## config.mk

```make
export PLATFORM = sky130hd
export DESIGN_NAME = bcd_calc_engine
export DESIGN_NICKNAME = d
export VERILOG_FILES = /design/src/rtl/bcd_calc_engine.sv
export SDC_FILE = /design/constraint.sdc
export NUM_CORES = 1
export LEC_CHECK = 0
export CORE_UTILIZATION = 47
export CTS_BUF_LIST = sky130_fd_sc_hd__clkbuf_8
export CTS_CLUSTER_SIZE = 10
export DETAILED_ROUTE_END_ITERATION = 10
export PLACE_DENSITY = 0.76
export SLEW_MARGIN = 20
export SYNTH_ARGS = -nofsm -noshare
export SYNTH_HDL_FRONTEND = slang
export SYNTH_SLANG_ARGS = --single-unit
```

## constraint.sdc

```tcl
create_clock -name clk -period 3.55 [get_ports clk]
set_input_delay 0.8875 -clock clk [delete_from_list [all_inputs] [get_ports clk]]
set_output_delay 0.8875 -clock clk [all_outputs]
set_load 0.01 [all_outputs]
```

## src/rtl/bcd_calc_engine.sv

```systemverilog
// Multi-digit BCD calculator core.
// Two N_DIG-digit BCD operands are stepped by per-digit increment pulses. An accepted request
// computes A+B, A-B, A*B (shift-add, W cycles) or A/B (restoring division, W cycles). The binary
// result is then converted to BCD by a sequential double-dabble (RW cycles).
// Ports:
//   clk, rst       clock, synchronous active-high reset
//   inc_i          digit increment pulses, {A digits, B digits}, MS digit at top
//   mode_toggle_i  flips entry_mode_o while idle
//   op_valid_i     request; op_code_i 00 add, 01 sub, 10 mul, 11 div
//   op_ready_o     high only while idle
//   entry_mode_o   1 = operand entry/display, 0 = result display
//   opnd_bcd_o     {A digits, B digits}
//   res_bcd_o      result magnitude (2*N_DIG BCD digits), res_neg_o sign (sub only)
//   err_o          divide-by-zero, done_o one-cycle result-update pulse
module bcd_calc_engine #(
  parameter int unsigned N_DIG = 2
) (
  input  logic                 clk,
  input  logic                 rst,
  input  logic [2*N_DIG-1:0]   inc_i,
  input  logic                 mode_toggle_i,
  input  logic                 op_valid_i,
  input  logic [1:0]           op_code_i,
  output logic                 op_ready_o,
  output logic                 entry_mode_o,
  output logic [8*N_DIG-1:0]   opnd_bcd_o,
  output logic [8*N_DIG-1:0]   res_bcd_o,
  output logic                 res_neg_o,
  output logic                 err_o,
  output logic                 done_o
);

  localparam int unsigned W  = $clog2(10**N_DIG);
  localparam int unsigned RW = $clog2(10**(2*N_DIG));
  localparam int unsigned ND = 2 * N_DIG;
  localparam int unsigned CW = $clog2(RW) + 1;

  typedef enum logic [1:0] {StIdle, StCalc, StConv, StDone} state_e;

  state_e                  state_q, state_d;
  logic [1:0]              op_q, op_d;
  logic [W-1:0]            a_q, a_d, b_q, b_d;
  logic [RW-1:0]           acc_q, acc_d;
  logic [W:0]              rem_q, rem_d;
  logic [CW-1:0]           cnt_q, cnt_d;
  logic [4*ND-1:0]         bcd_q, bcd_d;
  logic [ND-1:0][3:0]      dig_q, dig_d;
  logic                    entry_q, entry_d;
  logic [4*ND-1:0]         res_bcd_q, res_bcd_d;
  logic                    res_neg_q, res_neg_d;
  logic                    neg_q, neg_d;
  logic                    err_q, err_d;

  logic [W-1:0]            a_bin, b_bin;
  logic [4*ND-1:0]         bcd_adj;
  logic [W:0]              rem_sh;

  // Binary values of the operand digits.
  always_comb begin
    a_bin = '0;
    b_bin = '0;
    for (int i = int'(ND) - 1; i >= int'(N_DIG); i--) a_bin = a_bin * W'(10) + W'(dig_q[i]);
    for (int i = int'(N_DIG) - 1; i >= 0; i--) b_bin = b_bin * W'(10) + W'(dig_q[i]);
  end

  // Double-dabble correction: add 3 to each nibble >= 5 before the shift.
  always_comb begin
    bcd_adj = bcd_q;
    for (int i = 0; i < int'(ND); i++) begin
      if (bcd_q[4*i +: 4] >= 4'd5) bcd_adj[4*i +: 4] = bcd_q[4*i +: 4] + 4'd3;
    end
  end

  assign rem_sh = {rem_q[W-1:0], a_q[W-1]};

  always_comb begin
    state_d   = state_q;
    op_d      = op_q;
    a_d       = a_q;
    b_d       = b_q;
    acc_d     = acc_q;
    rem_d     = rem_q;
    cnt_d     = cnt_q;
    bcd_d     = bcd_q;
    dig_d     = dig_q;
    entry_d   = entry_q;
    res_bcd_d = res_bcd_q;
    res_neg_d = res_neg_q;
    neg_d     = neg_q;
    err_d     = err_q;

    unique case (state_q)
      StIdle: begin
        if (entry_q && !op_valid_i) begin
          for (int i = 0; i < int'(ND); i++) begin
            if (inc_i[i]) dig_d[i] = (dig_q[i] == 4'd9) ? 4'd0 : dig_q[i] + 4'd1;
          end
        end
        entry_d = entry_q ^ mode_toggle_i;
        if (op_valid_i) begin
          op_d  = op_code_i;
          a_d   = a_bin;
          b_d   = b_bin;
          acc_d = '0;
          rem_d = '0;
          cnt_d = '0;
          bcd_d = '0;
          neg_d = 1'b0;
          if (op_code_i == 2'b11 && b_bin == '0) begin
            // Divide by zero: report straight away, no calculation or conversion.
            state_d   = StDone;
            res_bcd_d = '0;
            res_neg_d = 1'b0;
            err_d     = 1'b1;
            entry_d   = 1'b0;
          end else begin
            state_d = StCalc;
          end
        end
      end

      StCalc: begin
        unique case (op_q)
          2'b00: begin
            acc_d   = RW'(a_q) + RW'(b_q);
            state_d = StConv;
          end
          2'b01: begin
            neg_d   = a_q < b_q;
            acc_d   = (a_q < b_q) ? RW'(b_q - a_q) : RW'(a_q - b_q);
            state_d = StConv;
          end
          2'b10: begin
            // MSB-first shift-add keeps the multiplicand at operand width.
            acc_d = (acc_q << 1) + (b_q[W-1] ? RW'(a_q) : RW'(0));
            b_d   = b_q << 1;
          end
          default: begin
            // Restoring division; quotient bits shift into a_q as the dividend shifts out.
            if (rem_sh >= {1'b0, b_q}) begin
              rem_d = rem_sh - {1'b0, b_q};
              a_d   = {a_q[W-2:0], 1'b1};
            end else begin
              rem_d = rem_sh;
              a_d   = {a_q[W-2:0], 1'b0};
            end
            acc_d = RW'(a_d);
          end
        endcase
        if (op_q[1]) begin
          cnt_d = cnt_q + 1'b1;
          if (cnt_q == CW'(W - 1)) begin
            cnt_d   = '0;
            state_d = StConv;
          end
        end
      end

      StConv: begin
        bcd_d = {bcd_adj[4*ND-2:0], acc_q[RW-1]};
        acc_d = acc_q << 1;
        cnt_d = cnt_q + 1'b1;
        if (cnt_q == CW'(RW - 1)) begin
          state_d   = StDone;
          res_bcd_d = {bcd_adj[4*ND-2:0], acc_q[RW-1]};
          res_neg_d = neg_q;
          err_d     = 1'b0;
          entry_d   = 1'b0;
        end
      end

      default: begin
        state_d = StIdle;
      end
    endcase
  end

  always_ff @(posedge clk) begin
    if (rst) begin
      state_q   <= StIdle;
      op_q      <= 2'b00;
      a_q       <= '0;
      b_q       <= '0;
      acc_q     <= '0;
      rem_q     <= '0;
      cnt_q     <= '0;
      bcd_q     <= '0;
      dig_q     <= '0;
      entry_q   <= 1'b1;
      res_bcd_q <= '0;
      res_neg_q <= 1'b0;
      neg_q     <= 1'b0;
      err_q     <= 1'b0;
    end else begin
      state_q   <= state_d;
      op_q      <= op_d;
      a_q       <= a_d;
      b_q       <= b_d;
      acc_q     <= acc_d;
      rem_q     <= rem_d;
      cnt_q     <= cnt_d;
      bcd_q     <= bcd_d;
      dig_q     <= dig_d;
      entry_q   <= entry_d;
      res_bcd_q <= res_bcd_d;
      res_neg_q <= res_neg_d;
      neg_q     <= neg_d;
      err_q     <= err_d;
    end
  end

  assign op_ready_o   = state_q == StIdle;
  assign done_o       = state_q == StDone;
  assign entry_mode_o = entry_q;
  assign opnd_bcd_o   = dig_q;
  assign res_bcd_o    = res_bcd_q;
  assign res_neg_o    = res_neg_q;
  assign err_o        = err_q;

endmodule

```

Word-level counts from Yosys, hierarchy flattened. Index checks and enable logic that the tools add are counted. Widths: inputs -> output; s select.

Flip-flop bits (word level): 96. Output and inout port bits: 37. Bits of input ports: 10. Word-level logic and storage cells: 141.

Reductions and logical operators: 25. Equality and inequality tests: 19. Muxes and demuxes: 55. $add $sub $neg: 16. Bitwise operators: 1. Order comparisons: 6. Multipliers: 2.

Operators with widths (count): $pmux 14 s3 (2); $mux 16 (4); $pmux 16 s2 (2); $mux 7 (8); $pmux 7 s2 (3); $mux 14 (2); $mux 4 (7); $reduce_and 3->1 (8); $add 4x1->4 const B (4); $eq 4x4->1 const B (4); $ge 4x3->1 const B (4); $sub 7x7->8 (2); $mux 5 (3); $pmux 5 s3 (1); $add 14x7->14 (1); $add 7x4->7 (2); $add 4x2->4 const B (3); $mul 4x3->6 const B (2); $mux 2 (6); $mux 1 (11); $reduce_and 2->1 (5); $add 7x7->8 (1); $eq 2x2->1 const B (4); $ge 8x7->1 (1); other kinds (22) (34).

Longest topological paths before layout. Gate-level depths: netlist of run 1.

Word-level depth: 7. Depth in mapped cells: 12. Depth with buffers taken out: 12.

Least setup slack after synthesis of run 1. No wires, ideal clock.

Path type: reg-to-reg. Start point: register dig_q, in the netlist opnd_bcd_o[5]. End point: register res_bcd_q[13] (netlist: res_bcd_o[13]). Data required time: 3.422 ns. Clock period less this slack: 3.327 ns. Buffers on the path: 1. Stages on the path, launching flop included: 12. Setup slack: 0.223 ns. Setup time: 0.128 ns. Arrival: 3.199 ns. Path through: dfxtp_1 ha_1 ha_1 inv_1 fa_1 or4b_2 xnor2_1 nor4_1 o21ai_0 buf_2 mux2i_1 nor2_1.

Word-level cells in the longest chain between the ends: 6.

Ends and longest elaborated chain: from (decl) (RTL line 47) `logic [ND-1:0][3:0] dig_q, dig_d;`; from (signal assigned) (RTL line 203) `dig_q <= dig_d;`; $mul 4x3->6 (RTL line 63) `for (int i = int'(N_DIG) - 1; i >= 0; i--) b_bin = b_bin * W'(10) + W'(dig_q[i]);`; $add 7x4->7 (RTL line 63); $logic_not 7->1 (RTL line 109) `if (op_code_i == 2'b11 && b_bin == '0) begin`; $logic_and 1x1->1 (RTL line 109); $ne 2x1->1 (no line); $reduce_and 4->1 (no line); to (signal assigned) (RTL line 205) `res_bcd_q <= res_bcd_d;`; to (decl) (RTL line 49) `logic [4*ND-1:0] res_bcd_q, res_bcd_d;`.

Every way passes these cells. A chain may end at the register's enable or synchronous reset.

Worst setup path in the final report of run 1.
Start point: register dig_q, in the netlist opnd_bcd_o[5]. End point: register state_q[1].

Word-level cells in the longest chain between the ends: 7.

Ends and longest elaborated chain: $mul 4x3->6 (RTL line 63); $add 7x4->7 (RTL line 63); $logic_not 7->1 (RTL line 109); $logic_and 1x1->1 (RTL line 109); $mux 2 (RTL line 109); $mux 2 (RTL line 100) `if (op_valid_i) begin`; $pmux 2 s3 (RTL line 92) `unique case (state_q)`; to (signal assigned) (RTL line 180) `state_q <= StIdle;`; to (signal assigned) (RTL line 195) `state_q <= state_d;`; to (decl) (RTL line 40) `state_e state_q, state_d;`.

Every way passes these cells. The select of a mux whose other input is x is not followed.

==> impl_metrics.py, run 1 <==
metrics = {
    "sta": {
        "min_period_over_period_pct": 94.3,
        "layout_min_cycle_time_ns": 3.35,
        "timing.final.max_slew_violations": 0,
        "setup_total_negative_slack_ns": 0,
        "max_slew.worst_pin.slew_ns": 0.617,
        "fin_worst_skew_ns": 0.0160,
        "rsz0062_at_grt": "false",
        "achievable_frequency_ghz": 0.299,
        "final-hold-violation-count": 0,
        "timing.final.setup_violations": 0,
        "slew_headroom_pct": 58.8,
    },
    "drt": {
        "firstDrtPassIters": 6,
        "avgViaCountPerCell": 5.62,
        "wl_per_cell_microns": 14.9,
        "number_of_vias_in_the_routed_layout": 6154,
        "remaining_drc_errors": 0,
        "final_antenna_net_count": 0,
        "drt_iter0_markers": 392,
        "postRouteWirelength_mm": 16.3,
    },
    "yosys": {
        "synth_warnings": 0,
        "ys_async_sr_fraction_pct": 0,
        "netlist-cell-type-count": 69,
        "synth.net_count": 945,
        "synth_top_flop_cell": "dfxtp_1",
        "synth_cells": 865,
        "synth-edff-count": 0,
        "synth_area_per_cell_sq_um": 7.78,
        "synth_seq_area_share_pct": 28.5,
        "yosysTopAreaCellShare_pct": 28.5,
        "mappedNetlistArea_sq_mm": 0.00673,
        "synthTopCellsByCount": "nor2_1, nand2_1, dfxtp_1, a21oi_1, ha_1",
        "synth_top_cell_by_area": "dfxtp_1",
        "synth_most_common_cell": "nor2_1",
        "synth.area.top_cells": "dfxtp_1, ha_1, a21oi_1",
        "synth.ff_latch_count": 96,
    },
    "pwr": {
        "power_frac_seq_pct": 29.9,
        "share_comb_of_total_power_pct": 54.2,
        "max-vdd-ir-drop_mv": 0.293,
        "sw_frac_of_total_pct": 46.0,
        "part_of_the_total_power_dissipated_in_the_clock_network_pct": 15.9,
        "p_switching_mw": 2.02,
        "power_leakage_nw": 3.10,
        "post-layout-total-power_mw": 4.39,
        "p_per_area_mw_per_mm2": 574,
        "cellInternalPower_mw": 2.37,
    },
    "clock_network": {
        "tritoncts_clock_tree": "built",
        "cts_setup_buffers": 0,
        "worstSkewPairLatency_ns": 0.39,
        "cts_htree_levels": 3,
        "cts_hold_buffers": 0,
        "clock_slew_seen_by_the_registers_of_the_worst_setup_and_hold_paths_ns": 0.10,
        "tritoncts_num_sinks": 96,
        "clockBufferDepth": 2,
        "cts_resized": 0,
        "num_cts_buffers": 9,
        "root_buffer": "clkbuf_8",
    },
    "global_route": {
        "grt_pass1_vias": 5697,
        "maximum_number_of_pins_on_one_net_before_global_route_repair": 36,
        "grt_antenna_before_repair": 0,
        "grt_pass1_wl_mm": 27.0,
        "grt_util_all_layers_pct": 23.0,
        "overflow": 0,
    },
    "hold_path": {
        "worst_hold_path.num_cells": 2,
        "hold_start": "bcd_q[13]",
        "worstHoldPathType": "flop to flop",
    },
    "setup_path": {
        "worst_setup_path_start_kind": "flop",
        "reg2reg_setup_slack_ns": 0.20,
        "crit_path_start": "opnd_bcd_o[5]",
        "critical_path.endpoint_type": "flop",
        "worst_r2r_path_depth": 10,
        "critPathMaxFanout": 2,
        "rr_endpoint": "state_q[1]",
        "critPathArrivalTime_ns": 3.62,
        "timing.rr.start": "opnd_bcd_o[5]",
        "worst-setup-path-type": "flop to flop",
        "worst_ep_required_time_ns": 3.82,
        "endpoint": "state_q[1]",
    },
    "cells_and_area": {
        "fin_nets": 990,
        "postLayoutCoreUtil_pct": 54.9,
        "drive_above_1_share_pct": 5.90,
        "insertedDiodeCount": 0,
        "final-instance-count-excl-fill": 1095,
        "area_growth_pct": 13.6,
    },
    "place": {
        "portBuffers": 46,
        "place_congestion": 0.886,
        "place_hpwl_mm": 12.2,
        "placed_insts": 1079,
    },
    "run": {
        "drv_cap": 0,
    },
    "floorplanning": {
        "fp.dieW_microns": 122,
        "placementRows": 43,
        "die_height_microns": 122,
        "num_io_pins": 47,
        "die_area_sq_mm": 0.0148,
        "initial_core_utilization_pct": 48.3,
        "floorplan.core_area_sq_mm": 0.0139,
    },
    "run_status": {
        "run_status": "complete, no violations",
    },
}
cell type report:
| class | instances | area (sq um) |
|---|---|---|
| clock inverter | 7 | 62.6 |
| clock buffer | 9 | 124 |
| sequential | 96 | 1920 |
| multi-input combinational | 683 | 4490 |
| inverter | 49 | 184 |
| tap | 180 | 225 |
| timing repair buffer | 71 | 643 |
| fill | 1276 | 6290 |
metrics by stage:
step	hold WS, ns	worst slack [ns]	area, sq um
floorplan	0.432	0.223	6730
global placement	0.458	0.337	7460
detailed placement	0.463	0.200	7460
CTS	0.477	0.177	7650
global route	0.503	0.0211	7650
finish	0.476	0.204	7650
power groups by stage:
stage          combinational [mW]  clock (mW)  sequential [mW]
2_1_floorplan                1.68           0             1.30
3_3_place_gp                 2.31           0             1.33
3_5_place_dp                 2.34           0             1.33
4_1_cts                      2.35       0.716             1.31
5_1_grt                      2.63       0.758             1.33
6_report                     2.38       0.699             1.31
cells in the final DEF (no fill, tap or decap), types with 9 or more instances in the layout:
cell type	Yosys	routed
a211oi_1	11	11
a21o_1	14	14
a21oi_1	85	85
and2_1	10	10
buf_4	1	25
clkbuf_8	0	9
clkdlybuf4s50_1	0	45
dfxtp_1	96	96
fa_1	9	9
ha_1	61	61
inv_1	48	48
mux2i_1	28	28
nand2_1	102	102
nand3_1	19	19
nor2_1	103	103
nor2b_1	17	17
nor3_1	14	14
o21ai_0	50	49
xnor2_1	18	18
xor2_1	24	24
registers in the layout (all words and copies together) (netlist names):
name	cells
err_o	1
state_q	2
rem_q	7
cnt_q	5
bcd_q	16
entry_mode_o	1
neg_q	1
b_q	7
res_neg_o	1
res_bcd_o	16
a_q	7
op_q	2
opnd_bcd_o	16
acc_q	14
worst min path at each step:
stage | slack [ns] | endpoint
finish | 0.48 | bcd_q[13]
CTS | 0.48 | bcd_q[13]
global placement | 0.46 | bcd_q[13]
detailed placement | 0.46 | bcd_q[13]
global route | 0.50 | bcd_q[9]
floorplan | 0.43 | res_neg_o
worst max-delay path: stages (launching register included):
cell and delay (ns):
dfxtp_1 0.33, ha_1 0.29, ha_1 0.20, inv_1 0.07, fa_1 0.44, or4b_2 0.69, xnor2_1 0.17, nor4_1 0.43
buf_4 0.20, a211oi_1 0.06, a2111oi_0 0.36
kinds of logic after synthesis:
family	share of synthesized area [%]
simple gates	21.3
compound gates	21.2
flops	28.5
buf+inv	4.94
fa+ha+maj	14.0
xor+xnor	5.46
mux	4.50
metal layers:
layer | track usage [%] | part of all wire [%] | wire length (microns) | vias up
met1 | 29.1 | 46 | 7480 | 2873
met3 | 3.89 | 4.5 | 727 | 38
met2 | 38.8 | 47 | 7610 | 141
li1 | - | - | - | 3102
met5 | 0 | 0 | 0 | -
met4 | 9.03 | 3.0 | 483 | 0
Note: power is estimated with default switching activity, not from simulation.
==> inputs of run 2 (changes only) <==
==> constraint.sdc (replaced) <==
create_clock -name clk -period 4.2 [get_ports clk]
set_input_delay 1.05 -clock clk [delete_from_list [all_inputs] [get_ports clk]]
set_output_delay 1.05 -clock clk [all_outputs]
set_load 0.01 [all_outputs]
==> run 2 against run 1 <==
  * Register-to-register slack gained 0.26 ns
  * Routed wire length down 1.1%
  * Non-clock buffer count fell by 13
  * Cell count shrank 1.2%
  * Sequential power is 14% lower
  * Combinational power shrank 19%
==> impl_metrics.py, run 2 (same netlist as run 1, synthesis figures left out) <==
metrics = {
    "run_status": {
        "run_status": "complete, no violations",
    },
    "sta": {
        "layout_min_cycle_time_ns": 3.73,
        "final-hold-violation-count": 0,
        "timing.final.setup_violations": 0,
        "fin_worst_skew_ns": 0.0104,
        "setup_total_negative_slack_ns": 0,
        "achievable_frequency_ghz": 0.268,
        "slew_headroom_pct": 38.7,
        "timing.final.ws_setup_ns": 0.468,
        "timing.final.max_slew_violations": 0,
        "rsz0062_at_grt": "false",
        "min_period_over_period_pct": 88.9,
        "max_slew.worst_pin.slew_ns": 0.919,
    },
    "floorplanning": {
        "num_io_pins": 47,
        "die_height_microns": 122,
        "initial_core_utilization_pct": 48.3,
        "fp.dieW_microns": 122,
        "die_area_sq_mm": 0.0148,
        "placementRows": 43,
        "floorplan.core_area_sq_mm": 0.0139,
    },
    "setup_path": {
        "cpLargestDelayFamily": "simple AND/OR/NAND/NOR gates",
        "reg2reg_setup_slack_ns": 0.47,
        "worst_r2r_path_depth": 11,
        "timing.critical_path.slowest_stage_cell": "or4b_2",
        "timing.rr.start": "opnd_bcd_o[5]",
        "rr_endpoint": "err_o",
        "path_common_cell": "ha_1",
        "critical_path.endpoint_type": "flop",
        "worst-setup-path-type": "flop to flop",
        "critPathMaxFanout": 21,
        "critPathArrivalTime_ns": 4.06,
        "timing.critical_path.cells": "ha_1 > ha_1 > inv_1 > fa_1 > or4b_2 > xnor2_1 > nor4_1 > o21ai_2 > buf_4 > or2_2 > a21oi_1",
        "worst_ep_required_time_ns": 4.53,
        "path_buf_inv": 2,
        "slowest_delay_ns": 0.69,
        "worst_setup_path_start_kind": "flop",
    },
    "clock_network": {
        "tritoncts_clock_tree": "built",
        "clockBufferDepth": 2,
        "tritoncts_num_sinks": 96,
        "root_buffer": "clkbuf_8",
        "clock_slew_seen_by_the_registers_of_the_worst_setup_and_hold_paths_ns": 0.11,
        "num_cts_buffers": 9,
        "cts_setup_buffers": 0,
        "cts_resized": 0,
        "cts_hold_buffers": 0,
        "worstSkewPairLatency_ns": 0.39,
        "cts_htree_levels": 3,
    },
    "drt": {
        "avgViaCountPerCell": 5.69,
        "wl_per_cell_microns": 14.9,
        "postRouteWirelength_mm": 16.1,
        "remaining_drc_errors": 0,
        "number_of_vias_in_the_routed_layout": 6154,
        "drt_iter0_markers": 453,
        "firstDrtPassIters": 5,
        "final_antenna_net_count": 0,
    },
    "cells_and_area": {
        "layout.cells.most_common": "nor2_1",
        "insertedDiodeCount": 0,
        "area_growth_pct": 12.3,
        "mostFrequentLayoutCells": "nor2_1, nand2_1, dfxtp_1",
        "postLayoutCoreUtil_pct": 54.3,
        "fin_nets": 977,
        "drive_above_1_share_pct": 4.55,
    },
    "hold_path": {
        "worstHoldPathType": "flop to flop",
        "min_to": "bcd_q[13]",
        "worst_hold_path.num_cells": 2,
        "hold_start": "bcd_q[13]",
    },
    "place": {
        "portBuffers": 46,
        "place_congestion": 0.886,
        "place_hpwl_mm": 11.7,
        "pre_cts_slack_ns": 0.498,
    },
    "global_route": {
        "overflow": 0,
        "grt_antenna_before_repair": 0,
        "grt_pass1_wl_mm": 27.0,
        "grt_pass1_vias": 5587,
        "maximum_number_of_pins_on_one_net_before_global_route_repair": 49,
        "grt_util_all_layers_pct": 22.9,
    },
    "run": {
        "drv_cap": 0,
    },
    "pwr": {
        "max-vdd-ir-drop_mv": 0.236,
        "power_leakage_nw": 3.04,
        "p_per_area_mw_per_mm2": 488,
    },
}
run 2: cell count changes in the layout (fill, tap and decap cells not counted), sizes merged:
cell | previous run | this run
buf | 26 | 13
clkinv | 4 | 3
inv | 51 | 52
run 2: routing by layer:
| layer | global-route usage [%] | part of all wire (%) | up-vias |
|---|---|---|---|
| met2 | 37.5 | 46 | 175 |
| met1 | 30.4 | 46 | 2858 |
| met4 | 8.80 | 2.1 | 0 |
| li1 | - | - | 3089 |
| met3 | 3.28 | 5.4 | 32 |
| met5 | 0 | 0 | - |
run 2: worst max path at each step:
stage,start,endpoint,slack [ns],cells past startpoint
after floorplan,opnd_bcd_o[5],res_bcd_o[13],0.87,11
after global placement,opnd_bcd_o[5],err_o,0.56,11
after detailed placement,opnd_bcd_o[5],err_o,0.50,11
after CTS,opnd_bcd_o[5],err_o,0.47,11
after global routing,opnd_bcd_o[5],err_o,0.34,11
final,opnd_bcd_o[5],err_o,0.47,11
run 2: worst register-to-register path, delay by kind of cell (launching register included):
kind | cells | cell delay [ns]
xor gates and xnor gates | 1 | 0.17
AOI/OAI and AO/OA | 2 | 0.19
adders and majority gates | 3 | 0.94
and+or+nand+nor | 3 | 1.54
buffers and inverters | 2 | 0.32
DFF | 1 | 0.52
run 2: area by class of cell:
class                           instances  area [sq um]
Inverter                               49           184
Tap cell                              180           225
Fill cell                            1291          6370
Sequential cell                        96          1920
Clock buffer                            9           124
Multi-Input combinational cell        683          4490
Timing Repair Buffer                   58           546
Clock inverter                          7          72.6
run 2: metrics by stage:
| step | total power [mW] | std cells | hold WS [ns] | instance area, sq um |
|---|---|---|---|---|
| 2_1_floorplan | 2.52 | 865 | 0.432 | 6730 |
| 3_3_place_gp | 3.03 | 1066 | 0.459 | 7360 |
| 3_5_place_dp | 3.05 | 1066 | 0.464 | 7360 |
| 4_1_cts | 3.68 | 1082 | 0.480 | 7560 |
| 5_1_grt | 3.96 | 1082 | 0.499 | 7560 |
| 6_report | 3.69 | 1082 | 0.479 | 7560 |
run 2: power by group:
group / switching, mW / total [mW] / leakage [nW] / internal, mW
Sequential: 0.147 / 1.13 / 0.777 / 0.986
Combinational: 1.18 / 1.93 / 2.17 / 0.753
Clock: 0.388 / 0.622 / 0.0970 / 0.234
